## config.mk

```make
export PLATFORM = sky130hd
export DESIGN_NAME = math_adder_ripplecarry
export DESIGN_NICKNAME = d
export VERILOG_FILES = /design/src/rtl/math_adder_ripplecarry_pkg.sv /design/src/rtl/math_adder_ripplecarry_fulladder.sv /design/src/rtl/math_adder_ripplecarry.sv
export SDC_FILE = /design/constraint.sdc
export NUM_CORES = 1
export LEC_CHECK = 0
export ABC_CLOCK_PERIOD_IN_PS = 1900
export CORE_AREA = 2 2 39 41
export CTS_CLUSTER_SIZE = 10
export DETAILED_ROUTE_END_ITERATION = 6
export DIE_AREA = 0 0 41 43
export PLACE_DENSITY_LB_ADDON = 0.12
export SLEW_MARGIN = 20
export SYNTH_ARGS = -nofsm -noshare
export SYNTH_HDL_FRONTEND = slang
export SYNTH_SLANG_ARGS = --single-unit
```

## constraint.sdc

```tcl
create_clock -name clk -period 1.9 [get_ports clk]
set_clock_uncertainty 0.05 [all_clocks]
set_input_delay 0.285 -clock clk [delete_from_list [all_inputs] [get_ports clk]]
set_output_delay 0.285 -clock clk [all_outputs]
set_load 0.01 [all_outputs]
```

## src/rtl/math_adder_ripplecarry_pkg.sv

```systemverilog
// Shared constants and the golden arithmetic model for the math adder library.
package math_adder_pkg;

    localparam int MATH_ADDER_DEFAULT_N = 4;

    // Reference result of a + b + ci at n+1 bits; operands above bit n-1 are ignored.
    function automatic logic [64:0] math_adder_golden(
        input logic [63:0] a,
        input logic [63:0] b,
        input logic        ci,
        input int unsigned n
    );
        logic [64:0] mask;
        mask = (65'd1 << n) - 65'd1;
        return ({1'b0, a} & mask) + ({1'b0, b} & mask) + {64'd0, ci};
    endfunction

endpackage

```

## src/rtl/math_adder_ripplecarry_fulladder.sv

```systemverilog
// One-bit full-adder cell; the ripple-carry chain is built from these.
module math_adder_fulladder (
    input  logic a,
    input  logic b,
    input  logic ci,
    output logic s,
    output logic co
);

    logic p;

    assign p  = a ^ b;
    assign s  = p ^ ci;
    assign co = (a & b) | (ci & p);

endmodule

```

## src/rtl/math_adder_ripplecarry.sv

```systemverilog
// Registered N-bit ripple-carry adder: {co, s} <= a + b + ci one cycle after sampling.
// Define MATH_ADDER_RIPPLECARRY_OVF_EN to add the registered signed-overflow output ovf.
module math_adder_ripplecarry
    import math_adder_pkg::*;
#(
    parameter int N = MATH_ADDER_DEFAULT_N
) (
    input  logic         clk,
    input  logic         rst_n,
    input  logic [N-1:0] a,
    input  logic [N-1:0] b,
    input  logic         ci,
    output logic [N-1:0] s,
    output logic         co
`ifdef MATH_ADDER_RIPPLECARRY_OVF_EN
    ,
    output logic         ovf
`endif
);

    // No handshake: every cycle presents a new operand pair and every cycle's result is valid.
    logic [N:0]   c;
    logic [N-1:0] sum_c;

    assign c[0] = ci;

    for (genvar i = 0; i < N; i++) begin : g_cell
        math_adder_fulladder u_fa (
            .a  (a[i]),
            .b  (b[i]),
            .ci (c[i]),
            .s  (sum_c[i]),
            .co (c[i+1])
        );
    end

`ifdef MATH_ADDER_RIPPLECARRY_OVF_EN
    always_ff @(posedge clk) begin
        if (!rst_n) begin
            s   <= '0;
            co  <= 1'b0;
            ovf <= 1'b0;
        end else begin
            s   <= sum_c;
            co  <= c[N];
            // Carry into and out of the sign bit disagree exactly on signed overflow.
            ovf <= c[N] ^ c[N-1];
        end
    end
`else
    always_ff @(posedge clk) begin
        if (!rst_n) begin
            s  <= '0;
            co <= 1'b0;
        end else begin
            s  <= sum_c;
            co <= c[N];
        end
    end
`endif

endmodule

```

==> implementation parameters <==
Parameter                              Value

Clocking
  Postcts setup bufs ... 0
  CTS tree ... yes
  Sinks on Clock Net ... 5
  Cell at the root of the clock tree ... clkbuf_4
  Number of H-tree levels ... 1
  Number of buffers added to fix hold violations after cts ... 0
  Clock edge transition at the registers on the reported setup and hold paths ... 40 ps
  Bufs on Longest Clock Path ... 2
  Number of buffers inserted during clock tree synthesis ... 3

STA
  Time the worst path needs with I/O delays and setup ... 1842 ps
  Post-Route Setup TNS ... 0 ps
  Worst slew margin relative to its limit ... 91.19%
  Final hold violations ... 0
  Final Setup Violations ... 0
  Final period utilization ... 96.97%
  Setup WS post-layout ... 57.66 ps
  Peak clock frequency supported by timing ... 542.8 MHz
  Worst Max-Slew Pin Slew ... 131.8 ps
  Count of pins over their slew limit ... 0
  Setup repair after global routing missed its margin ... false
  Final worst hold slack ... 559.5 ps

Final layout
  Post-layout util ... 33.27%
  Post-layout nets ... 56
  Commonest non-fill, non-tap cell in the layout ... clkdlybuf4s50_1
  Diode count ... 0
  Filler cells ... 142
  Commonest non-fill, non-tap cells in the layout ... clkdlybuf4s50_1, dfxtp_1
  Layout cells sized above 1 ... 47.50%
  Area growth from synthesis to layout ... 85.86%

Synth
  Syn_area_per_cell ... 11.80 um2
  Main combinational cell family by area after synthesis ... adder cells
  Total standard cell area after synthesis ... 247.7 um2
  Net count after synthesis ... 36
  Sequential share of the synthesized area ... 40.40%
  Compound-cell area share of the yosys netlist ... 0%
  Post-Synth Simple-Gate Area ... 16.67%
  Parity-gate share of the synthesized area counting xor and xnor cells ... 0%
  Mux contribution to synthesized area ... 0%
  Number of distinct library cell variants in the gate-level netlist after synthesis ... 5
  Total number of yosys warnings ... 0
  Number of synthesized register bits ... 5
  Synthesized instance count ... 21
  Post-synthesis share of cell area spent on full adders, half adders and majority gates ... 32.32%

Critical path
  Most repeated library cell on the critical path ... fa_2
  Highest fanout seen on the critical path ... 1
  Crit path largest cell delay ... 390 ps
  Worst EP required ... 2030 ps
  Start-to-end type of the worst setup path ... primary input to flop
  Setup crit start ... ci
  Critical path startpoint category ... primary input
  Critical path endpoint category ... flop
  Worst-path cell with the longest stage delay ... fa_1
  Arrival @ worst endpoint ... 1980 ps
  Sequence of cells on the critical path ... buf_6, inv_4, fa_2, inv_2, fa_2, fa_2, inv_2, fa_1, and2b_2

Route
  Antenna-violating nets left ... 0
  1st-iter DRT viols ... 0
  First-pass iteration count of the detailed router ... 1
  Wire length per cell ... 8.339 um
  Ratio of routed vias to standard cells ... 3.357
  Number of vias in the routed layout ... 188
  Number of remaining DRC errors ... 0
  Sum of routed wire length over all layers ... 467 um

Worst hold path
  Hold Crit Start ... b[0]
  Tightest Hold Check Type ... primary input to flop

Power and ir drop
  Worst vdd ir ... 0.0001245 V
  Power Density ... 704.9 nW/um2
  Leakage Power ... 0.2042 nW
  Final total power ... 0.0003246 W

Run status
  Outcome ... finished, final reports clean

Job
  Max Cap Viol ... 0

GRT
  Pin count of the biggest net entering global routing ... 6
  Number of global-route vias before repair ... 206
  GRT Resource Usage Total ... 7.381%
  Global-route wire length before repair ... 731 um
  Total gr overflow ... 0
  Initial antenna violation count ... 0

Die
  I/O pin cnt ... 16
  Floorplan die width ... 41 um
  Starting density of the core ... 17.90%
  Floorplan die height ... 43 um
  Core ar. ... 1384 um2
  Die area ... 1763 um2
  Total number of placement rows ... 14

Place
  Final HPWL DP ... 435.7 um
  Placer Congestion ... 0.5777
  Pre-CTS WS ... -667.9 ps
  Port buffer count ... 15
-- stage by stage --
step	area, um2	cells
after floorplan	250.2	21
after global placement	420.4	52
after detailed placement	420.4	52
after CTS	457.9	56
after global routing	460.4	56
final	460.4	56
-- what timing repair did --
action	4_1_cts	5_1_grt
resized for setup	26	1
setup endpoints to repair	3	1
gates cloned	0	0
pin swaps	4	4
-- metal layers --
layer / GRT usage (%) / part of all wire (%) / routed length, um
met5: 0 / 0 / 0
met4: 12.00 / 2.8 / 13
met3: 1.571 / 6.6 / 31
met2: 12.19 / 63 / 295
met1: 4.276 / 27 / 126
-- layout make-up --
| cell class | count | area [um2] | share of cell area (%) |
|---|---|---|---|
| Sequential cell | 5 | 100.1 | 21.74 |
| Timing Repair Buffer | 15 | 151.4 | 32.88 |
| Multi-Input combinational cell | 9 | 128.9 | 27.99 |
| Inverter | 7 | 33.78 | 7.337 |
| Tap cell | 16 | 20.02 | 4.348 |
| Clock buffer | 4 | 26.28 | 5.707 |
-- flip-flops by register name, indices dropped and copies added (netlist names) --
signal,flops
co,1
s,4
-- cell usage after synthesis --
| library cell | n | area [um2] |
|---|---|---|
| fa_1 | 4 | 80.08 |
| and2_2 | 2 | 15.01 |
| dfxtp_1 | 5 | 100.1 |
| and2b_2 | 3 | 26.28 |
| inv_1 | 7 | 26.28 |
-- critical path: cells and delay by family --
| kind | cells | cell delay [ps] |
|---|---|---|
| adder cells (fa/ha/maj) | 4 | 1250 |
| buffers and inverters | 4 | 240 |
| AND/OR/NAND/NOR | 1 | 210 |
-- where the power goes --
group,switching [W],internal (W),total (W)
clock network,0.0000401,0.0000792,0.000119
registers,0.00000264,0.000117,0.000120
logic,0.0000298,0.0000556,0.0000853
-- cell families after synthesis --
| kind of cell | count (synthesis) |
|---|---|
| flops | 5 |
| buf+inv | 7 |
| fa+ha+maj | 4 |
| simple gates | 5 |
-- final timing paths --
| path | to | slack (ps) | cells past startpoint |
|---|---|---|---|
| setup / recovery | s[3] | 60 | 9 |
| hold / removal | s[0] | 560 | 4 |
Note: power is estimated with default switching activity, not from simulation.
